File: src/rtl/sync_frame_pkg.sv
// -----------------------------------------------------------------------------
// sync_frame_pkg
// Shared types and helpers for the serial frame transmitter.
//   tx_state_t  : transmitter FSM state encoding
//   SYNC_1101   : default sync pattern (sent MSB first)
//   cnt_width() : bit counter width, wide enough for the longest state
// -----------------------------------------------------------------------------
package sync_frame_pkg;

    // ST_PARITY is only reachable when SYNC_FRAME_TX_PARITY_EN is defined;
    // the encoding is kept fixed so debug views match across builds.
    typedef enum logic [2:0] {
        ST_IDLE   = 3'd0,
        ST_SYNC   = 3'd1,
        ST_DATA   = 3'd2,
        ST_PARITY = 3'd3,
        ST_GAP    = 3'd4
    } tx_state_t;

    localparam logic [3:0] SYNC_1101 = 4'b1101;

    // $clog2(max(sync_w, data_w, gap_cycles) + 1)
    function automatic int cnt_width(input int sync_w, input int data_w,
                                     input int gap_cycles);
        int m;
        m = sync_w;
        if (data_w > m)     m = data_w;
        if (gap_cycles > m) m = gap_cycles;
        return $clog2(m + 1);
    endfunction

endpackage

File: src/rtl/piso_shift.sv
// -----------------------------------------------------------------------------
// piso_shift
// Parallel-load, MSB-first shift register.
//   clk        in   clock, rising edge
//   rst        in   asynchronous, active-high reset (clears the register)
//   i_load     in   load i_data (takes priority over i_shift)
//   i_shift    in   shift left by one, zero fill
//   i_data     in   DATA_W parallel word
//   o_msb      out  current MSB (bit on the line this cycle)
//   o_next_msb out  bit that becomes the MSB after the next shift
// -----------------------------------------------------------------------------
module piso_shift #(
    parameter int DATA_W = 8
) (
    input  logic              clk,
    input  logic              rst,
    input  logic              i_load,
    input  logic              i_shift,
    input  logic [DATA_W-1:0] i_data,
    output logic              o_msb,
    output logic              o_next_msb
);

    logic [DATA_W-1:0] r_sh;

    always_ff @(posedge clk or posedge rst) begin
        if (rst) begin
            r_sh <= '0;
        end else if (i_load) begin
            r_sh <= i_data;
        end else if (i_shift) begin
            r_sh <= r_sh << 1;
        end
    end

    assign o_msb = r_sh[DATA_W-1];

    // A one-bit register has nothing behind its MSB; zero fill applies.
    generate
        if (DATA_W > 1) begin : g_next_wide
            assign o_next_msb = r_sh[DATA_W-2];
        end else begin : g_next_one
            assign o_next_msb = 1'b0;
        end
    endgenerate

endmodule

File: src/rtl/sync_frame_tx.sv
// -----------------------------------------------------------------------------
// sync_frame_tx
// Serial frame transmitter for the single-wire test link. Each accepted word
// is sent as: sync pattern (MSB first), payload (MSB first), optional even
// parity bit, then GAP_CYCLES idle-low cycles.
//
// Build option: define SYNC_FRAME_TX_PARITY_EN to append an even-parity bit
// (XOR of the payload) after the payload.
//
// Ports
//   clk          in   clock, rising edge
//   rst          in   asynchronous, active-high reset
//   data_in      in   DATA_W payload, sampled only on an accept
//   data_valid   in   payload offered
//   data_ready   out  can accept (combinational, high only in IDLE)
//   tx_out       out  serial line (registered)
//   tx_active    out  high while sync/data/parity bits are on tx_out (registered)
//   frame_done   out  one-cycle pulse in the first GAP cycle (registered)
//   o_dbg_state  out  current FSM state
//
// Handshake: a word is transferred on a rising edge where data_valid and
// data_ready are both high. data_ready does not depend on data_valid; data_valid
// seen while data_ready is low is ignored, so no word is dropped or repeated.
// -----------------------------------------------------------------------------
module sync_frame_tx
    import sync_frame_pkg::*;
#(
    parameter int               DATA_W       = 8,
    parameter int               SYNC_W       = 4,
    parameter logic [SYNC_W-1:0] SYNC_PATTERN = SYNC_1101,
    parameter int               GAP_CYCLES   = 2
) (
    input  logic              clk,
    input  logic              rst,
    input  logic [DATA_W-1:0] data_in,
    input  logic              data_valid,
    output logic              data_ready,
    output logic              tx_out,
    output logic              tx_active,
    output logic              frame_done,
    output tx_state_t         o_dbg_state
);

    localparam int CNT_W = cnt_width(SYNC_W, DATA_W, GAP_CYCLES);

    localparam logic [CNT_W-1:0] CNT_ONE   = CNT_W'(1);
    localparam logic [CNT_W-1:0] CNT_ZERO  = '0;
    localparam logic [CNT_W-1:0] SYNC_LAST = CNT_W'(SYNC_W - 1);
    localparam logic [CNT_W-1:0] DATA_LAST = CNT_W'(DATA_W - 1);
    localparam logic [CNT_W-1:0] GAP_LAST  = CNT_W'(GAP_CYCLES - 1);

    tx_state_t        r_state;
    tx_state_t        w_state_nxt;
    logic [CNT_W-1:0] r_cnt;
    logic [CNT_W-1:0] w_cnt_nxt;
    logic             r_tx_out;
    logic             r_tx_active;
    logic             r_frame_done;
    logic             w_tx_nxt;
    logic             w_active_nxt;
    logic             w_done_nxt;
    logic             w_ready;
    logic             w_accept;
    logic             w_load;
    logic             w_shift;
    logic             w_msb;
    logic             w_next_msb;
    logic             w_sync_bit;

`ifdef SYNC_FRAME_TX_PARITY_EN
    logic             r_parity;
`endif

    assign w_ready  = (r_state == ST_IDLE);
    assign w_accept = data_valid && w_ready;

    // -------------------------------------------------------------------------
    // Payload shift register
    // -------------------------------------------------------------------------
    piso_shift #(
        .DATA_W (DATA_W)
    ) u_piso (
        .clk        (clk),
        .rst        (rst),
        .i_load     (w_load),
        .i_shift    (w_shift),
        .i_data     (data_in),
        .o_msb      (w_msb),
        .o_next_msb (w_next_msb)
    );

    // -------------------------------------------------------------------------
    // FSM: state and bit counter
    // -------------------------------------------------------------------------
    always_ff @(posedge clk or posedge rst) begin
        if (rst) begin
            r_state <= ST_IDLE;
            r_cnt   <= '0;
        end else begin
            r_state <= w_state_nxt;
            r_cnt   <= w_cnt_nxt;
        end
    end

    always_comb begin
        w_state_nxt = r_state;
        w_cnt_nxt   = r_cnt;
        w_load      = 1'b0;
        w_shift     = 1'b0;
        case (r_state)
            ST_IDLE: begin
                if (w_accept) begin
                    w_state_nxt = ST_SYNC;
                    w_cnt_nxt   = SYNC_LAST;
                    w_load      = 1'b1;
                end
            end
            ST_SYNC: begin
                if (r_cnt == CNT_ZERO) begin
                    w_state_nxt = ST_DATA;
                    w_cnt_nxt   = DATA_LAST;
                end else begin
                    w_cnt_nxt   = r_cnt - CNT_ONE;
                end
            end
            ST_DATA: begin
                // The shift on the last data cycle is harmless: the register
                // is reloaded before it is read again.
                w_shift = 1'b1;
                if (r_cnt == CNT_ZERO) begin
`ifdef SYNC_FRAME_TX_PARITY_EN
                    w_state_nxt = ST_PARITY;
`else
                    w_state_nxt = ST_GAP;
                    w_cnt_nxt   = GAP_LAST;
`endif
                end else begin
                    w_cnt_nxt   = r_cnt - CNT_ONE;
                end
            end
`ifdef SYNC_FRAME_TX_PARITY_EN
            ST_PARITY: begin
                w_state_nxt = ST_GAP;
                w_cnt_nxt   = GAP_LAST;
            end
`endif
            ST_GAP: begin
                if (r_cnt == CNT_ZERO) begin
                    w_state_nxt = ST_IDLE;
                end else begin
                    w_cnt_nxt   = r_cnt - CNT_ONE;
                end
            end
            default: begin
                // Unreachable encodings recover to IDLE.
                w_state_nxt = ST_IDLE;
                w_cnt_nxt   = '0;
            end
        endcase
    end

    // -------------------------------------------------------------------------
    // Registered line outputs. Each output register is loaded with the value
    // belonging to the state being entered, so tx_out/tx_active/frame_done
    // line up cycle-for-cycle with r_state.
    // -------------------------------------------------------------------------

    // SYNC_PATTERN[w_cnt_nxt] written as a compare loop so the counter width
    // need not match the pattern index width.
    always_comb begin
        w_sync_bit = 1'b0;
        for (int i = 0; i < SYNC_W; i++) begin
            if (w_cnt_nxt == CNT_W'(i)) begin
                w_sync_bit = SYNC_PATTERN[i];
            end
        end
    end

    always_comb begin
        w_tx_nxt     = 1'b0;
        w_active_nxt = 1'b0;
        case (w_state_nxt)
            ST_SYNC: begin
                w_tx_nxt     = w_sync_bit;
                w_active_nxt = 1'b1;
            end
            ST_DATA: begin
                // Entering DATA the register holds the untouched word; while
                // in DATA it shifts on this edge, so the following bit is next.
                w_tx_nxt     = (r_state == ST_DATA) ? w_next_msb : w_msb;
                w_active_nxt = 1'b1;
            end
`ifdef SYNC_FRAME_TX_PARITY_EN
            ST_PARITY: begin
                w_tx_nxt     = r_parity;
                w_active_nxt = 1'b1;
            end
`endif
            default: begin
                w_tx_nxt     = 1'b0;
                w_active_nxt = 1'b0;
            end
        endcase
        w_done_nxt = (w_state_nxt == ST_GAP) && (r_state != ST_GAP);
    end

    always_ff @(posedge clk or posedge rst) begin
        if (rst) begin
            r_tx_out     <= 1'b0;
            r_tx_active  <= 1'b0;
            r_frame_done <= 1'b0;
        end else begin
            r_tx_out     <= w_tx_nxt;
            r_tx_active  <= w_active_nxt;
            r_frame_done <= w_done_nxt;
        end
    end

`ifdef SYNC_FRAME_TX_PARITY_EN
    // Parity is taken from the word as accepted, since the shift register is
    // consumed while the payload goes out.
    always_ff @(posedge clk or posedge rst) begin
        if (rst) begin
            r_parity <= 1'b0;
        end else if (w_load) begin
            r_parity <= ^data_in;
        end
    end
`endif

    assign data_ready  = w_ready;
    assign tx_out      = r_tx_out;
    assign tx_active   = r_tx_active;
    assign frame_done  = r_frame_done;
    assign o_dbg_state = r_state;

endmodule

File: config.mk
export PLATFORM = sky130hd
export DESIGN_NAME = sync_frame_tx
export DESIGN_NICKNAME = d
export VERILOG_FILES = /design/src/rtl/sync_frame_pkg.sv /design/src/rtl/piso_shift.sv /design/src/rtl/sync_frame_tx.sv
export SDC_FILE = /design/constraint.sdc
export NUM_CORES = 1
export LEC_CHECK = 0
export CAP_MARGIN = 40
export CORE_ASPECT_RATIO = 0.7
export CORE_MARGIN = 2
export CORE_UTILIZATION = 25
export CTS_CLUSTER_DIAMETER = 30
export DETAILED_ROUTE_END_ITERATION = 16
export HOLD_SLACK_MARGIN = 0.08
export PLACE_DENSITY = 0.43
export SLEW_MARGIN = 20
export SYNTH_ARGS = -nofsm -noshare
export SYNTH_HDL_FRONTEND = slang
export SYNTH_HIERARCHICAL = 1
export SYNTH_SLANG_ARGS = --single-unit
File: constraint.sdc
create_clock -name clk -period 4.1 [get_ports clk]
set_clock_uncertainty 0.15 [all_clocks]
set_input_delay 0.41 -clock clk [delete_from_list [all_inputs] [get_ports clk]]
set_output_delay 0.41 -clock clk [all_outputs]
set_load 0.02 [all_outputs]
==> impl_results.md, run 1 <==
- Hold Path Class: input pin to async pin
- Final WL: 2340 µm
- Status: complete, no violations
- Power share of the combinational group: 0.506
- Psw: 391 µW
- Initial antenna violation count: 0
- TritonCTS buffer count: 3
- Initial DRC count: 58
- Main synth FF type: dfrtp_1
- Leading area contributor after synthesis: dfrtp_1
- Die height: 58.8 µm
- Clock share of power: 0.126
- Max_slew headroom: 0.577
- Fin nets: 129
- # diodes: 0
- Die Area: 4830 µm²
- Worst-Margin Slew: 0.635 ns
- Most common cell in the netlist: dfrtp_1
- Simple-gate share of the synthesized area: 0.207
- Main combinational cell family by area after synthesis: simple AND/OR/NAND/NOR gates
- # resized after CTS: 0
- Internal power: 558 µW
- Worst-path clk slew: 0.06 ns
- GRT overflow: 0
- Number of I/O port buffers: 17
- MaxCap Viol Count: 0
- Multi-input gate area: 542 µm²
- DRT Pass-1 Iters: 4
- Number of global-route vias before repair: 733
- Post-synth ARST share: 1.00
- Post-Synth XOR/XNOR Area: 0
- Largest cells by area after synthesis: dfrtp_1, mux2i_1, buf_6, o21ai_1, nand2_1
- CP arrival: 1.83 ns
- Post-layout util: 0.321
- Via count: 774
- PnR worst setup slack: 1.71 ns
- Final Cycle Share: 0.583
- Synth cell count leaders: dfrtp_1, nand2_1, o21ai_1
- All-Layer GR Usage: 0.108
- Post-Synth Adder-Cell Area: 0.0234
- Clock Latency Late Sink: 0.25 ns
- Post-synthesis sequential area ratio: 0.421
- Startpoint types: register
- CTS root buf: clkbuf_8
- Mux cell area share after synthesis: 0.0759
- I/O pins: 18
- Worst r2r dst: tx_out
- Layout cell share with drive strength beyond 1: 0.175
- Fin Setup TNS: 0 ns
- Kind of critical path: register to output port
- Final hold vios: 0
- Seq cells post-synth: 18
- Post-DRT Antenna Nets: 0
- Syn avg cell area: 10.8 µm²
- Synthesis Warnings: 6
- Data required time of the worst path: 3.54 ns
- Switching Share: 0.412
- Synth Cell Area: 1070 µm²
- Yosys cell types: 38
- Initial Util: 0.267
- Highest clock rate: 0.418 GHz
- First-pass GRT wire length: 3800 µm
- Worst-case clock buffer depth: 2
- Post-synth top area share: 0.421
- Peak VDD IR: 0.000241 V
- Crit path max fanout: 12
- Critical Path End Type: output port
- Worst R2R Setup Slack: 1.74 ns
- EDFF count, synth: 0
- Largest net degree at the start of global routing: 17
- Setup-failing EPs final: 0
- Clock sink count: 18
- Hold buffer count at cts: 0
- Compound-Gate Fraction of Synth Area: 0.200
- Die W: 82.2 µm
- Per-cell routed wire length: 14.1 µm
- P_leak: 0.000503 µW
- Vias per cell: 4.66
- Cells after Synth: 99
- RR Startpoint: r_cnt[0]
- RSZ-0062 raised after global routing: no
- Dpl hpwl: 1860 µm
- Power share of the sequential group: 0.368
- H-tree depth: 1
- Slew Viols, Final: 0
- Total setup buffers inserted after CTS: 0
- R2R depth: 10
- Rows: 19
- Fillers: 404
- Fin crit period: 2.39 ns
- Synth-to-layout area growth: 20.6%
- Clock tree from TritonCTS: yes
- Pwr/cell area: 735 nW/µm²
- Register Area: 450 µm²
- Placer Congestion: 0.827
- Core area: 4020 µm²
- DP Worst Slack: 1.76 ns
- Syn Nets: 112
- DRC: 0
==> layout make-up <==
cell class | instances | area share
Clock buffer | 3 | 0.0320
Inverter | 6 | 0.0174
Multi-Input combinational cell | 70 | 0.420
Sequential cell | 18 | 0.349
Tap cell | 52 | 0.0504
Timing Repair Buffer | 17 | 0.132
==> metal layers <==
| metal | vias to the layer above | track usage | part of all wire | wire (µm) |
|---|---|---|---|---|
| li1 | 384 | - | - | - |
| met1 | 374 | 0.173 | 0.56 | 1300 |
| met2 | 14 | 0.129 | 0.38 | 897 |
| met3 | 2 | 0.0475 | 0.055 | 129 |
| met4 | 0 | 0.0214 | 0.0056 | 13 |
| met5 | - | 0 | 0 | 0 |
==> through the flow <==
step	std cells	instance area [µm²]	hold WS, ns	total power [µW]
CTS	166	1290	0.290	962
global placement	163	1250	0.393	836
finish	166	1290	0.284	949
global route	166	1290	0.336	1020
floorplan	99	1070	0.0757	718
detailed placement	163	1250	0.396	835
==> registers in the layout, indices dropped and copies added, names as in the netlist <==
register,flops
tx_active,1
tx_out,1
r_cnt,4
o_dbg_state,3
u_piso/r_sh,8
frame_done,1
==> how the worst max path moves through the flow <==
stage | start | to | slack [ns] | cells after the start
after floorplan | r_cnt[0] | tx_out | 2.03 | 10
after global placement | r_cnt[0] | tx_out | 1.70 | 10
after detailed placement | r_cnt[0] | tx_out | 1.76 | 10
after CTS | o_dbg_state[2] | data_ready | 1.69 | 2
after global routing | r_cnt[0] | tx_out | 1.54 | 10
final | o_dbg_state[2] | data_ready | 1.71 | 2
==> worst max-delay path: stages (launching register included) <==
cell	delay, ns
dfrtp_1	0.57
nor3_2	0.34
clkdlybuf4s50_1	0.66
==> power by group through the flow <==
stage,Clock [µW],Sequential (µW),Combinational [µW]
after floorplan,0,325,393
after global placement,0,351,485
after detailed placement,0,353,482
after CTS,128,350,484
after global routing,135,362,528
final,119,349,480
==> kinds of logic (layout without fill, tap and decap cells) <==
family / after synthesis / in the layout
multiplexers: 8 / 8
buffers and inverters: 11 / 26
flip-flops: 18 / 18
adder cells (fa/ha/maj): 2 / 2
AO/OA/AOI/OAI: 26 / 26
AND/OR/NAND/NOR: 34 / 34
==> cells in the final DEF (no fill, tap or decap), types with 2 or more instances in the layout <==
cell | synthesis | layout
o21ai_1 | 10 | 10
mux2i_1 | 7 | 7
and2_2 | 2 | 2
inv_1 | 5 | 5
dfrtp_1 | 18 | 18
clkdlybuf4s50_1 | 0 | 17
o21ai_0 | 2 | 2
nand2_1 | 11 | 11
a22oi_2 | 2 | 2
nor2_1 | 2 | 2
nor3_1 | 2 | 2
nand2b_1 | 2 | 2
ha_1 | 2 | 2
clkbuf_8 | 0 | 3
nand3_1 | 3 | 3
a21oi_1 | 2 | 2
nor2_4 | 2 | 2
Power figures use the tool's default switching activity.
==> run 2, diff against run 1 <==
Settings changed: PLACE_DENSITY 0.43 to 0.44.
Clock period 4.1 ns to 1.9 ns, I/O delays scaled along.
==> impl_results.md, run 2 (synthesis results as in run 1) <==
- Worst-Margin Slew: 0.479 ns
- Fin crit period: 1.90 ns
- Most common cell after layout, fill and taps aside: dfrtp_1
- Die W: 82.2 µm
- H-tree depth: 1
- R2R depth: 11
- DRT Pass-1 Iters: 4
- Peak VDD IR: 0.000629 V
- Initial Util: 0.267
- Via count: 825
- Crit-path max cell delay: 0.39 ns
- Fin Setup TNS: 0 ns
- CTS root buf: clkbuf_8
- Fin nets: 146
- Core area: 4020 µm²
- Critical Path End Type: register
- Slowest cell on the critical path: dfrtp_1
- Final std cells w/o fill: 183
- Power share of the combinational group: 0.617
- I/O pins: 18
- Post-DRT Antenna Nets: 0
- Worst R2R Setup Slack: 0.0004 ns
- Synth-to-layout area growth: 41.2%
- Vias per cell: 4.51
- Fillers: 402
- Crit path max fanout: 2
- Clock sink count: 18
- Number of I/O port buffers: 17
- Power share of the sequential group: 0.281
- RR Startpoint: r_cnt[0]
- Psw: 962 µW
- First-pass GRT wire length: 4000 µm
- TritonCTS buffer count: 3
- CP arrival: 1.87 ns
- Die height: 58.8 µm
- # diodes: 0
- Max_slew headroom: 0.679
- Switching Share: 0.390
- Layout cell share with drive strength beyond 1: 0.351
- P_leak: 0.000605 µW
- Slew Viols, Final: 0
- Register Area: 452 µm²
- Multi-input gate area: 607 µm²
- Rows: 19
- All-Layer GR Usage: 0.109
- Clock share of power: 0.102
- Worst hold margin: 0.0757 ns
- Largest Register: u_piso/r_sh
- Dpl hpwl: 1860 µm
- Highest clock rate: 0.526 GHz
- Number of global-route vias before repair: 796
- Worst-case clock buffer depth: 2
- Data required time of the worst path: 1.87 ns
- Final hold vios: 0
- Initial DRC count: 26
- Largest net degree at the start of global routing: 17
- RSZ-0062 raised after global routing: yes
- Final Cycle Share: 1.00
- Number of instances in the placed design: 178
- GRT overflow: 0
- Final WL: 2400 µm
- Clock Latency Late Sink: 0.24 ns
- Status: complete, no violations
- Initial antenna violation count: 0
- MaxCap Viol Count: 0
- Worst r2r dst: tx_out
- Most frequent cells in the layout: dfrtp_1, clkdlybuf4s50_1, buf_4
- Die Area: 4830 µm²
- DRC: 0
- DP Worst Slack: -0.100 ns
- Kind of critical path: register to register
- Hold Path Class: input pin to async pin
- Clock tree from TritonCTS: yes
- Worst-path clk slew: 0.06 ns
- Pwr/cell area: 1630 nW/µm²
- PnR worst setup slack: 0.000442 ns
- Setup-failing EPs final: 0
- Startpoint types: register
- Cells along the critical path: inv_2 > ha_4 > nand2b_4 > nor2_4 > inv_2 > ha_4 > buf_6 > a22oi_2 > a211oi_4 > o21ai_2 > o32ai_2
- Placer Congestion: 0.815
- Per-cell routed wire length: 13.1 µm
- Max FFs per register: 8
- Internal power: 1500 µW
-- run 2: how the worst max path moves through the flow --
stage / slack, ns / startpoint / cells past startpoint / to
2_1_floorplan: -0.12 / r_cnt[1] / 10 / tx_out
3_3_place_gp: -0.04 / r_cnt[1] / 10 / tx_out
3_5_place_dp: -0.10 / r_cnt[0] / 10 / tx_out
4_1_cts: -0.13 / r_cnt[0] / 10 / tx_out
5_1_grt: -0.11 / r_cnt[0] / 11 / tx_out
6_report: 0.0004 / r_cnt[0] / 11 / tx_out
-- run 2: per-layer routing --
layer / track usage / wire length (µm) / share of wire / up-vias
met5: 0 / 0 / 0 / -
met4: 0.00714 / 6 / 0.0025 / 0
met3: 0.0414 / 117 / 0.049 / 2
met2: 0.142 / 1020 / 0.43 / 10
met1: 0.175 / 1250 / 0.52 / 398
li1: - / - / - / 415
-- run 2: through the flow --
stage,cell area [µm²],util,power (µW)
finish,1510,0.377,2460
global route,1510,0.377,2680
CTS,1480,0.369,2430
detailed placement,1410,0.350,2080
global placement,1410,0.350,2090
floorplan,1090,-,1600
-- run 2: critical path: cells and delay by family, from the launching register on --
family,cells,cell delay [ns]
fa+ha+maj,2,0.30
buf+inv,3,0.24
simple gates,2,0.15
compound gates,4,0.53
flops,1,0.39
-- run 2: cell type report --
| cell class | count | share of cell area |
|---|---|---|
| Tap cell | 52 | 0.0430 |
| Inverter | 6 | 0.0149 |
| Multi-Input combinational cell | 70 | 0.401 |
| Sequential cell | 18 | 0.299 |
| Clock buffer | 3 | 0.0273 |
| Timing Repair Buffer | 34 | 0.215 |
-- run 2: timing repair --
item                       CTS  global route
pin swaps                    5             5
setup endpoints to repair    2             1
resized for setup            6             4
buffers inserted             1             1
gates cloned                 0             0
hold buffers                 0             0
-- run 2: power groups by stage --
stage	clock, µW	combinational (µW)	sequential (µW)
2_1_floorplan	0	896	705
3_3_place_gp	0	1390	695
3_5_place_dp	0	1380	697
4_1_cts	268	1470	693
5_1_grt	292	1680	716
6_report	250	1520	693
==> run 3, diff against run 2 <==
Settings changed: CORE_ASPECT_RATIO 0.7 to default.
==> impl_results.md, run 3 (synthesis results as in run 1) <==
- DP Worst Slack: -0.0955 ns
- Number of instances in the placed design: 178
- Worst-case clock buffer depth: 2
- P_leak: 0.000614 µW
- Final WL: 2250 µm
- Max_slew headroom: 0.715
- Crit path max fanout: 2
- Hold Path Class: input pin to register
- Metal3 WL: 94 µm
- All-Layer GR Usage: 0.102
- Core area: 4060 µm²
- Largest Register: u_piso/r_sh
- Fin crit period: 1.92 ns
- Pwr/cell area: 1610 nW/µm²
- Number of I/O port buffers: 17
- Hold Path Stages: 3
- Initial antenna violation count: 0
- Rows: 23
- Most frequent cells in the layout: dfrtp_1, clkdlybuf4s50_1, buf_4
- Most common cell after layout, fill and taps aside: dfrtp_1
- Clock sink count: 18
- Slew Viols, Final: 0
- Startpoint types: register
- Post-layout util: 0.373
- H-tree depth: 1
- Peak VDD IR: 0.000362 V
- Per-cell routed wire length: 12.2 µm
- Die Area: 4820 µm²
- Total power: 2430 µW
- Highest clock rate: 0.520 GHz
- Layout cell share with drive strength beyond 1: 0.343
- Synth-to-layout area growth: 41.2%
- DR WL met2: 1020 µm
- Setup-failing EPs final: 1
- Dpl hpwl: 1780 µm
- Max layer used: met4
- Critical Path End Type: register
- First-pass GRT wire length: 3940 µm
- Failing checks: setup timing
- Final std cells w/o fill: 184
- Initial Util: 0.264
- Clock Latency Late Sink: 0.25 ns
- Post-DRT Antenna Nets: 0
- Fin nets: 148
- RSZ-0062 raised after global routing: yes
- Number of global-route vias before repair: 821
- MaxCap Viol Count: 0
- PnR worst setup slack: -0.0223 ns
- Status: complete, but fails checks
- Final hold vios: 0
- Worst hold margin: 0.332 ns
- Worst-Margin Slew: 0.427 ns
- Die W: 69.5 µm
- Kind of critical path: register to register
- CTS root buf: clkbuf_8
- CP arrival: 1.93 ns
- WL met1: 1110 µm
- R2R depth: 10
- Die height: 69.5 µm
- Initial DRC count: 38
- Clock tree from TritonCTS: yes
- Max FFs per register: 8
- Final Cycle Share: 1.01
- I/O pins: 18
- Data required time of the worst path: 1.91 ns
- Placer Congestion: 0.754
- DRT Pass-1 Iters: 4
- DRC: 0
- Via count: 815
- Worst-path clk slew: 0.07 ns
- Vias per cell: 4.43
- GRT overflow: 0
- # diodes: 0
- Largest net degree at the start of global routing: 17
- TritonCTS buffer count: 3
==> run 3: cell types whose count changed in the layout (fill, tap and decap cells not counted), sizes merged <==
cell,previous run,this run
clkbuf,3,4
dlygate4sd3,0,1
buf,17,18
==> run 3: stage by stage <==
step	area [µm²]	setup TNS [ns]
finish	1510	-0.0223
global route	1510	-0.129
CTS	1500	-0.0275
detailed placement	1420	-0.0955
global placement	1420	-0.0152
floorplan	1090	-0.123
==> run 3: per-layer routing <==
layer,global-route usage,up-vias
li1,-,422
met4,0.0327,0
met1,0.137,375
met3,0.0233,2
met2,0.161,16
met5,0,-
==> run 3: worst max-delay path: stages (launching register included) <==
cell and delay, ns:
dfrtp_1 0.39, inv_2 0.08, ha_4 0.14, nand2b_4 0.06, nor2_4 0.11, inv_2 0.05, ha_4 0.20, and2_4 0.13
a211oi_2 0.18, o21ai_1 0.11, o32ai_2 0.22
==> run 3: worst paths after layout <==
| path | startpoint | to | slack, ns |
|---|---|---|---|
| hold / removal | data_in[3] | u_piso/r_sh[3] | 0.33 |
| setup reg to reg | r_cnt[0] | tx_out | -0.02 |
| hold reg to reg | u_piso/r_sh[4] | u_piso/r_sh[4] | 0.40 |
| setup / recovery | r_cnt[0] | tx_out | -0.02 |
| max in group asynchronous | rst | o_dbg_state[2] | 0.62 |
| min in group asynchronous | rst | u_piso/r_sh[5] | 0.61 |
==> run 3: layout make-up <==
type | count | area (µm²)
Sequential cell | 18 | 452
Multi-Input combinational cell | 70 | 582
Inverter | 6 | 22.5
Timing Repair Buffer | 36 | 339
Clock buffer | 4 | 55.1
Tap cell | 50 | 62.6
Fill cell | 399 | 2540
==> run 3: timing repair <==
item,CTS,global route
hold buffers,1,0
hold endpoints to repair,8,0
gates resized for setup,4,1
endpoints found under the setup margin,2,2
pin swaps,0,2
setup buffers,0,1
==> run 3: where the power goes <==
| group | switching (µW) | internal [µW] |
|---|---|---|
| logic | 676 | 774 |
| registers | 116 | 554 |
| clock network | 126 | 184 |
==> variant: new RTL, settings of run 2 <==
Set the parameter `GAP_CYCLES` to 1 (it was 2).
--- a/src/rtl/sync_frame_tx.sv
+++ b/src/rtl/sync_frame_tx.sv
@@ -28,7 +28,7 @@
     parameter int               DATA_W       = 8,
     parameter int               SYNC_W       = 4,
     parameter logic [SYNC_W-1:0] SYNC_PATTERN = SYNC_1101,
-    parameter int               GAP_CYCLES   = 2
+    parameter int               GAP_CYCLES   = 1
 ) (
     input  logic              clk,
     input  logic              rst,
Behaviour: same outputs for any inputs over 10 cycles, from zero or initial values and one cycle with rst high; that may be too few to reach the edited logic, so the function may still have changed.
==> variant against run 2 <==
  * The flow now finishes with violations (negative setup slack)
  * Sequential cell count stayed put
  * Setup slack worse by 0.0071 ns
  * Routed wire length is 14% higher
  * Fmax is 0.37% lower
  * Critical path depth is 1 lower
  * Area after synthesis is 4.2% lower
  * Power is 5.2% higher
  * Final area is 1.9% higher
  * Sequential power is 3.0% higher
  * Critical path type unchanged
  * Critical endpoint unchanged
==> variant: results (changes against run 2) <==
Placement Cell Area = 1420 um^2 (was 1410 um^2)
CP max stage cell = dfrtp_1 (unchanged)
Dpl hpwl = 2100 um (was 1860 um)
Most frequent cells after synthesis = dfrtp_1 (18), nand2_1 (13), nor2_1 (8), o21ai_1 (8), mux2i_1 (7) (was dfrtp_1 (18), nand2_1 (11), o21ai_1 (10))
RePlAce Congestion = 0.783 (was 0.815)
Nets = 166 (was 146)
Largest net degree at the start of global routing = 13 (was 17)
Max FFs per register = 8 (unchanged)
Clock Tree Buf Depth = 2 (unchanged)
DRT Pass-1 Iters = 4 (unchanged)
Top cells by area, synth = dfrtp_1 (44%), mux2i_1 (6.8%), nand2_1 (4.8%) (was dfrtp_1 (42%), mux2i_1 (6.5%), buf_6 (5.3%))
Slack of the critical path = -0.00665 ns (was 0.000442 ns)
Pre-CTS WS = -0.0791 ns (was -0.100 ns)
Crit-path max cell delay = 0.39 ns (about the same)
Yosys warnings = 6 (unchanged)
Share of cells above drive strength 1 = 31.1% (was 35.1%)
Hold Path Class = in -> async (unchanged)
Top FF cell, synth = dfrtp_1 (unchanged)
GR Overflow Total = 0 (unchanged)
Slew margin rel. = 70.9% (was 67.9%)
Detailed Route WL = 2730 um (was 2400 um)
Register area share after synthesis = 43.9% (was 42.1%)
Global Route Usage Sum = 13.1% (was 10.9%)
Crit path DAT = 1.90 ns (was 1.87 ns)
Initial DRC count = 36 (was 26)
Failing checks = negative setup slack
CTS Root Cell = clkbuf_8 (unchanged)
Clock latency on the worst-skew pair = 0.25 ns
Clock slew seen by the registers of the worst setup and hold paths = 0.07 ns
Global-route wire length before repair = 4580 um (was 4000 um)
Top reg by flops = u_piso/r_sh (unchanged)
Share of synthesized registers carrying an async set or reset = 100% (unchanged)
Max Cap Violations = 0 (unchanged)
Maximum fanout along the worst path = 3 (was 2)
Peak supply drop = 0.656 mV (was 0.629 mV)
Synth Net Count = 124 (was 112)
Crit-path leading delay family = flip-flops (was compound AO/OA/AOI/OAI gates)
Status = complete, but fails checks (was finished clean)
IO buf count = 17 (unchanged)
Num CTS Buffers = 3 (unchanged)
Post-CTS sizing = 7 (was 6)
Wire length on met2 = 1130 um (was 1020 um)
Cell Count Post-Placement = 195 (was 178)
Met3 GRT Util = 4.11% (was 4.14%)
Syn Inst Count = 110 (was 99)
Met3 WL post-DR = 146 um (was 117 um)
Netlist cell types = 33 (was 38)
Met2 GRT Util = 18.3% (was 14.2%)
WL met1 = 1440 um (was 1250 um)
Post-CTS Repair Setup Buffers = 4 (was 1)
Antenna violations before repair = 0 (unchanged)
Drt wl/cell = 13.4 um (was 13.1 um)
H-tree levels = 1 (unchanged)
Met1 global-route usage = 19.6% (was 17.5%)
Leak Pwr = 0.660 nW (was 0.605 nW)
Top Metal Used = met4 (unchanged)
Final setup fails = 1 (was 0)
Via count = 914 (was 825)
ANT cells = 0 (unchanged)
==> variant: path summary, 6_finish.rpt <==
kind | from | slack [ns] | cells after the start | end
worst max-delay path | r_cnt[0] | -0.007 | 10 | tx_out
worst min-delay path | rst | 0.07 | 2 | u_piso/r_sh[6]
worst max register to register | r_cnt[0] | -0.007 | 10 | tx_out
worst min register to register | u_piso/r_sh[0] | 0.40 | 2 | u_piso/r_sh[0]
max in group asynchronous | rst | 1.16 | 2 | o_dbg_state[0]
min in group clk | data_in[4] | 0.32 | 3 | u_piso/r_sh[4]
==> variant: kinds of logic (layout without fill, tap and decap cells) <==
group                    count (synthesis)  in the layout  synth area share, %
AND/OR/NAND/NOR                         43             43                 21.7
buffers and inverters                   13             54                 6.58
flip-flops                              18             18                 43.9
multiplexers                             8              8                 7.93
XOR/XNOR                                 2              2                 1.71
adder cells (fa/ha/maj)                  3              3                 3.66
AO/OA/AOI/OAI                           23             23                 14.5
==> variant: layout make-up <==
cell class | instances | area, um^2
fillers | 404 | 2380
multi-input cells | 79 | 579
flip-flops and latches | 18 | 452
repair buffers | 43 | 364
well taps | 52 | 65.1
clock buffers | 4 | 55.1
inverters | 7 | 26.3
==> variant: report_power, final <==
part | internal, mW | leakage (nW) | total [mW] | switching (mW)
clock | 0.184 | 0.0288 | 0.319 | 0.135
combinational | 0.838 | 0.409 | 1.56 | 0.722
sequential | 0.556 | 0.222 | 0.714 | 0.157
total | 1.58 | 0.660 | 2.59 | 1.01
==> variant: stage by stage <==
step	total power [mW]	setup TNS, ns
floorplan	1.53	-1.02
global placement	2.10	-0.0527
detailed placement	2.12	-0.0791
CTS	2.59	-0.00415
global route	2.82	-0.140
finish	2.59	-0.00665
